**src/rtl/icc_rx_pkg.sv**
```systemverilog
// Shared types and constants for the ICC receive pattern checker.
// Optional error log build macro: ICC_RX_CHECKER_ERRLOG_EN.
package icc_rx_pkg;

  typedef enum logic [1:0] {
    ST_HUNT   = 2'd0,
    ST_LOAD   = 2'd1,
    ST_CHECK  = 2'd2,
    ST_LOCKED = 2'd3
  } rx_state_e;

  localparam logic [15:0] COMMA_DEFAULT = 16'h5cbc;
  localparam logic [1:0]  COMMA_K       = 2'b11;
  localparam int unsigned PERIOD_WORDS  = 64;
  localparam int unsigned WORD_W        = 16;
  localparam int unsigned CNT_W         = 17;
  localparam int unsigned ERRCNT_W      = 32;

  // {K flags, word} as seen on the link, used for the error log
  typedef struct packed {
    logic [1:0]        k;
    logic [WORD_W-1:0] word;
  } rx_sym_t;

endpackage

```
**src/rtl/icc_rx_patgen.sv**
```systemverilog
// Expected-pattern generator: 17-bit word counter with seed/advance and
// combinational expected word, K flags and end-of-period flag.
module icc_rx_patgen
  import icc_rx_pkg::*;
#(
  parameter logic [WORD_W-1:0] COMMA = COMMA_DEFAULT
) (
  input  logic              clk,
  input  logic              areset_n,
  input  logic              load,
  input  logic [CNT_W-1:0]  load_val,
  input  logic              advance,
  output logic [WORD_W-1:0] exp_word_c,
  output logic [1:0]        exp_k_c,
  output logic              period_end_c
);

  logic [CNT_W-1:0] k_q;

  // Counter: seed has priority over advance; wraps naturally at 2^17
  always_ff @(posedge clk or negedge areset_n) begin
    if (!areset_n) begin
      k_q <= '0;
    end else if (load) begin
      k_q <= load_val;
    end else if (advance) begin
      k_q <= k_q + CNT_W'(1);
    end
  end

  // Expected symbol: comma pair at the start of each 64-word period
  always_comb begin
    exp_word_c   = k_q[CNT_W-1:1];
    exp_k_c      = 2'b00;
    period_end_c = (k_q[5:0] == 6'(PERIOD_WORDS - 1));
    if (k_q[5:1] == 5'd0) begin
      exp_word_c = COMMA;
      exp_k_c    = COMMA_K;
    end
  end

endmodule

```
**config.mk**
```make
export PLATFORM = sky130hd
export DESIGN_NAME = icc_rx_patgen
export DESIGN_NICKNAME = d
export VERILOG_FILES = /design/src/rtl/icc_rx_pkg.sv /design/src/rtl/icc_rx_patgen.sv
export SDC_FILE = /design/constraint.sdc
export NUM_CORES = 1
export LEC_CHECK = 0
export CORE_MARGIN = 1
export CORE_UTILIZATION = 39
export DETAILED_ROUTE_END_ITERATION = 10
export GPL_ROUTABILITY_DRIVEN = 0
export PLACE_DENSITY = 0.72
export SETUP_SLACK_MARGIN = 0.3
export SLEW_MARGIN = 20
export SYNTH_ARGS = -nofsm -noshare
export SYNTH_HDL_FRONTEND = slang
export SYNTH_SLANG_ARGS = --single-unit
```
**constraint.sdc**
```tcl
create_clock -name clk -period 1.8 [get_ports clk]
set_input_delay 0.27 -clock clk [delete_from_list [all_inputs] [get_ports clk]]
set_output_delay 0.27 -clock clk [all_outputs]
set_load 0.005 [all_outputs]
```
Yosys cells after proc, flatten, opt, wreduce, memory -nomap -nowiden
Index checks and enable logic that the tools add are counted.

storage, ports and cells
  flip-flop bits (word level) = 17
  input bits = 21
  output and inout port bits = 19
  logic and storage cells = 9

cells by class
  add/subtract/negate cells = 1
  equal/unequal tests = 1
  muxes and demuxes = 4
  reductions and logical operators = 2

operators with widths
  kind                                           number
  2-to-1 mux 17 bit                              2
  adder 17 x 1 -> 17 bit, second input constant  1
  2-to-1 mux 16 bit                              1
  equality test 6 bit, second input constant     1
  logical NOT 5 bit                              1
  2-to-1 mux 2 bit                               1
  nonzero test 2 bit                             1

Longest topological paths before layout
  depth after elaboration = 3
  gate-level depth with buffers = 5

Worst setup path before layout
Ideal clock, no wire load.

  path type = flip-flop to output port
  start point = register k_q[2]
  end point = output exp_word_c[11]
  arrival = 1.460 ns
  setup slack = 0.070 ns
  stages on the path, launching flop included = 5
  cell sequence = dfrtp_1 or4_1 nor2_1 buf_2 or2_2

between the ends
  cells in the longest elaborated chain, start to end = 2

ends and longest elaborated chain
  item                      line                 RTL
  start: declaration        icc_rx_patgen.sv:18  logic [CNT_W-1:0] k_q;
  start signal: assignment  icc_rx_patgen.sv:25  k_q <= load_val;
  start signal: assignment  icc_rx_patgen.sv:27  k_q <= k_q + CNT_W'(1);
  logical NOT 5 bit         icc_rx_patgen.sv:36  if (k_q[5:1] == 5'd0) begin
  2-to-1 mux 16 bit         icc_rx_patgen.sv:36
  end: declaration          icc_rx_patgen.sv:13  output logic [WORD_W-1:0] exp_word_c,

No other way between the ends.

Worst setup path after layout
Same ends and word-level chain as after synthesis.

==> impl_metrics.json <==
{
  "yosysWarnings": 0,
  "final_util_pct": 80.7,
  "synth.cells.most_frequent": "nand2_1, dfrtp_1, o21ai_0, xnor2_1",
  "synth_top_area_cell": "dfrtp_1",
  "numCtsBuffers": 3,
  "power.switching_uw": 415,
  "rows": 18,
  "setup_violations": 16,
  "postSynthAreaPerCell_um2": 8.51,
  "hold_class": "in -> async",
  "worst_slack_ns": -0.376,
  "synth.distinct_cells": 27,
  "cp.required_ns": 1.53,
  "irDropWorstVdd_mv": 0.598,
  "ys_seq_elements": 17,
  "yosysMostFrequentCell": "nand2_1",
  "postCtsHoldBufs": 0,
  "run_status": "finished, violations left",
  "critPathKind": "reg -> out",
  "multi_input_area_um2": 826,
  "power.share.sequential_pct": 40.1,
  "syn2layout_area_growth_pct": 89.9,
  "max_freq_mhz": 460,
  "final.setup.tns_ns": -4.70,
  "ys.flop_type": "dfrtp_1",
  "critical_path.max_fanout": 4,
  "wire_per_inst_um": 17.3,
  "power_density_nw_per_um2": 591,
  "r2r_cells": 8,
  "via_count": 1291,
  "regMostFlops": "k_q",
  "nNetsFinal": 222,
  "place_hpwl_mm": 2.15,
  "synth_area_leaders": "dfrtp_1, xnor2_1, o21ai_0, nand2_1, nand4_1",
  "cp-end-kind": "output pin",
  "core_area_um2": 2540,
  "hold_violations": 0,
  "die_width_um": 54.7,
  "yosys.area.top_type_share_pct": 39.4,
  "skew_ns": 0.00647,
  "swShare_pct": 34.2,
  "tightest_slew_ns": 0.369,
  "viasPerCell": 5.64,
  "grt_pass1_vias": 1213,
  "cts_max_path_buffers": 2,
  "wl_mm": 3.96,
  "start_kind": "flop",
  "max_cap_viol_count": 0,
  "seq_area_frac_synth_pct": 39.4,
  "p_leak_nw": 0.907,
  "largest_reg_flops": 17,
  "reg2reg_setup_slack_ns": 0.12,
  "p_clk_share_pct": 18.7,
  "synth_edf_count": 0,
  "syn-cell-area_um2": 1080,
  "violations": "negative setup slack",
  "htreeDepth": 1,
  "cts_tree": "yes",
  "antenna_found_initial": 0,
  "layout.area.seq_um2": 428,
  "ys_async_sr_fraction_pct": 100,
  "initial_core_util_pct": 42.5,
  "combPwrFrac_pct": 41.1,
  "ctsRootBufferMaster": "clkbuf_4",
  "worst_hold_slack_ns": 0.273,
  "drc": 0,
  "period_share_pct": 121,
  "worst_r2r_startpoint": "k_q[1]",
  "dieArea_um2": 2990,
  "first_pass_iters": 4,
  "antenna_cells": 0,
  "initialDrtViolationCount": 47,
  "insertion_delay_ns": 0.31,
  "slew_headroom_pct": 75.3,
  "io_buffers": 39,
  "fill_cells": 153,
  "grt_max_degree": 20,
  "syn-num-nets": 149,
  "grt_pass1_wl_mm": 5.89,
  "clkTransAtPathRegs_ns": 0.11,
  "synth_cells": 127,
  "die_height_um": 54.7,
  "overflow": 0,
  "fin_crit_ns": 2.18,
  "reg.largest.list": "k_q x17",
  "rsz0062_at_grt": "true",
  "cp.arrival_ns": 1.91,
  "p_int_uw": 799,
  "clock_sinks": 17,
  "groute.usage.overall_pct": 28.6,
  "final-max-slew-violation-count": 0,
  "r2r-end": "k_q[16]",
  "drive_gt1_share_pct": 45.2,
  "ant_nets": 0,
  "io_pins": 40
}
==> what timing repair did <==
item	4_1_cts	5_1_grt
buffers inserted	20	3
resized for setup	131	20
gates cloned	1	0
endpoints found under the setup margin	26	28
pin swaps	24	18
==> layout by cell type (no fill, tap or decap), types with 2 or more instances in the layout <==
cell,instances
buf_6,31
nand3_1,2
dfrtp_1,15
o31a_1,2
mux2i_1,2
nand4_1,6
clkbuf_4,3
xor2_1,3
inv_1,4
o21ai_2,2
nand2_1,17
dfrtp_2,2
or2_4,6
o21ai_0,5
o21ai_1,8
buf_4,14
clkdlybuf4s50_1,19
nor3_1,3
nor2_1,2
nor2_4,3
xnor2_1,8
nor3_4,2
nor2b_1,5
nor4_4,5
buf_2,9
==> worst max-delay path, cell delays in order (launching register included) <==
cell and delay, ns:
dfrtp_1 0.40, or4_4 0.59, buf_6 0.15, nor2_4 0.14
buf_6 0.13, or2_4 0.10, buf_6 0.08
==> worst max-delay path by stage <==
stage                      start        endpoint  cells past startpoint
final                     k_q[2]  exp_word_c[11]                      6
after global routing      k_q[2]  exp_word_c[11]                      6
after CTS                 k_q[2]      exp_k_c[1]                      6
after detailed placement  k_q[1]      exp_k_c[1]                      4
after global placement    k_q[1]      exp_k_c[0]                      4
after floorplan           k_q[2]  exp_word_c[11]                      4
==> routing by layer <==
metal / share of wire, % / up-vias / global-route usage (%)
met2: 52 / 68 / 48.6
met3: 7.5 / 14 / 4.72
met1: 37 / 627 / 35.1
li1: - / 582 / -
met4: 2.9 / 0 / 12.4
met5: 0 / - / 0
==> power by group through the flow <==
stage | clock, mW | combinational [mW] | sequential, mW
4_1_cts | 0.231 | 0.458 | 0.476
5_1_grt | 0.241 | 0.536 | 0.493
6_report | 0.227 | 0.499 | 0.487
2_1_floorplan | 0 | 0.153 | 0.475
3_3_place_gp | 0 | 0.344 | 0.475
3_5_place_dp | 0 | 0.354 | 0.477
==> through the flow <==
stage | setup WS, ns | power [mW] | instance area, um2 | std cells
final | -0.376 | 1.21 | 2050 | 229
after global routing | -0.403 | 1.27 | 2050 | 229
after CTS | -0.340 | 1.16 | 1960 | 226
after detailed placement | -0.298 | 0.831 | 1590 | 201
after global placement | -0.242 | 0.819 | 1590 | 201
after floorplan | 0.195 | 0.628 | 1110 | 127
==> layout make-up <==
class	count	area share [%]
clock buffers	4	1.28
inverters	4	0.731
multi-input cells	98	40.2
flip-flops and latches	17	20.8
well taps	30	1.83
repair buffers	76	35.1
==> logic make-up (layout without fill, tap and decap cells) <==
logic type | after synthesis | count (layout) | share of synthesized area (%)
flip-flops | 17 | 17 | 39.4
AND/OR/NAND/NOR | 61 | 62 | 30.8
buffers and inverters | 13 | 84 | 5.09
adder cells (fa/ha/maj) | 1 | 1 | 1.16
multiplexers | 3 | 3 | 2.89
XOR/XNOR | 13 | 13 | 10.5
AO/OA/AOI/OAI | 19 | 19 | 10.2
No activity file was read; power rests on OpenSTA's default activity.
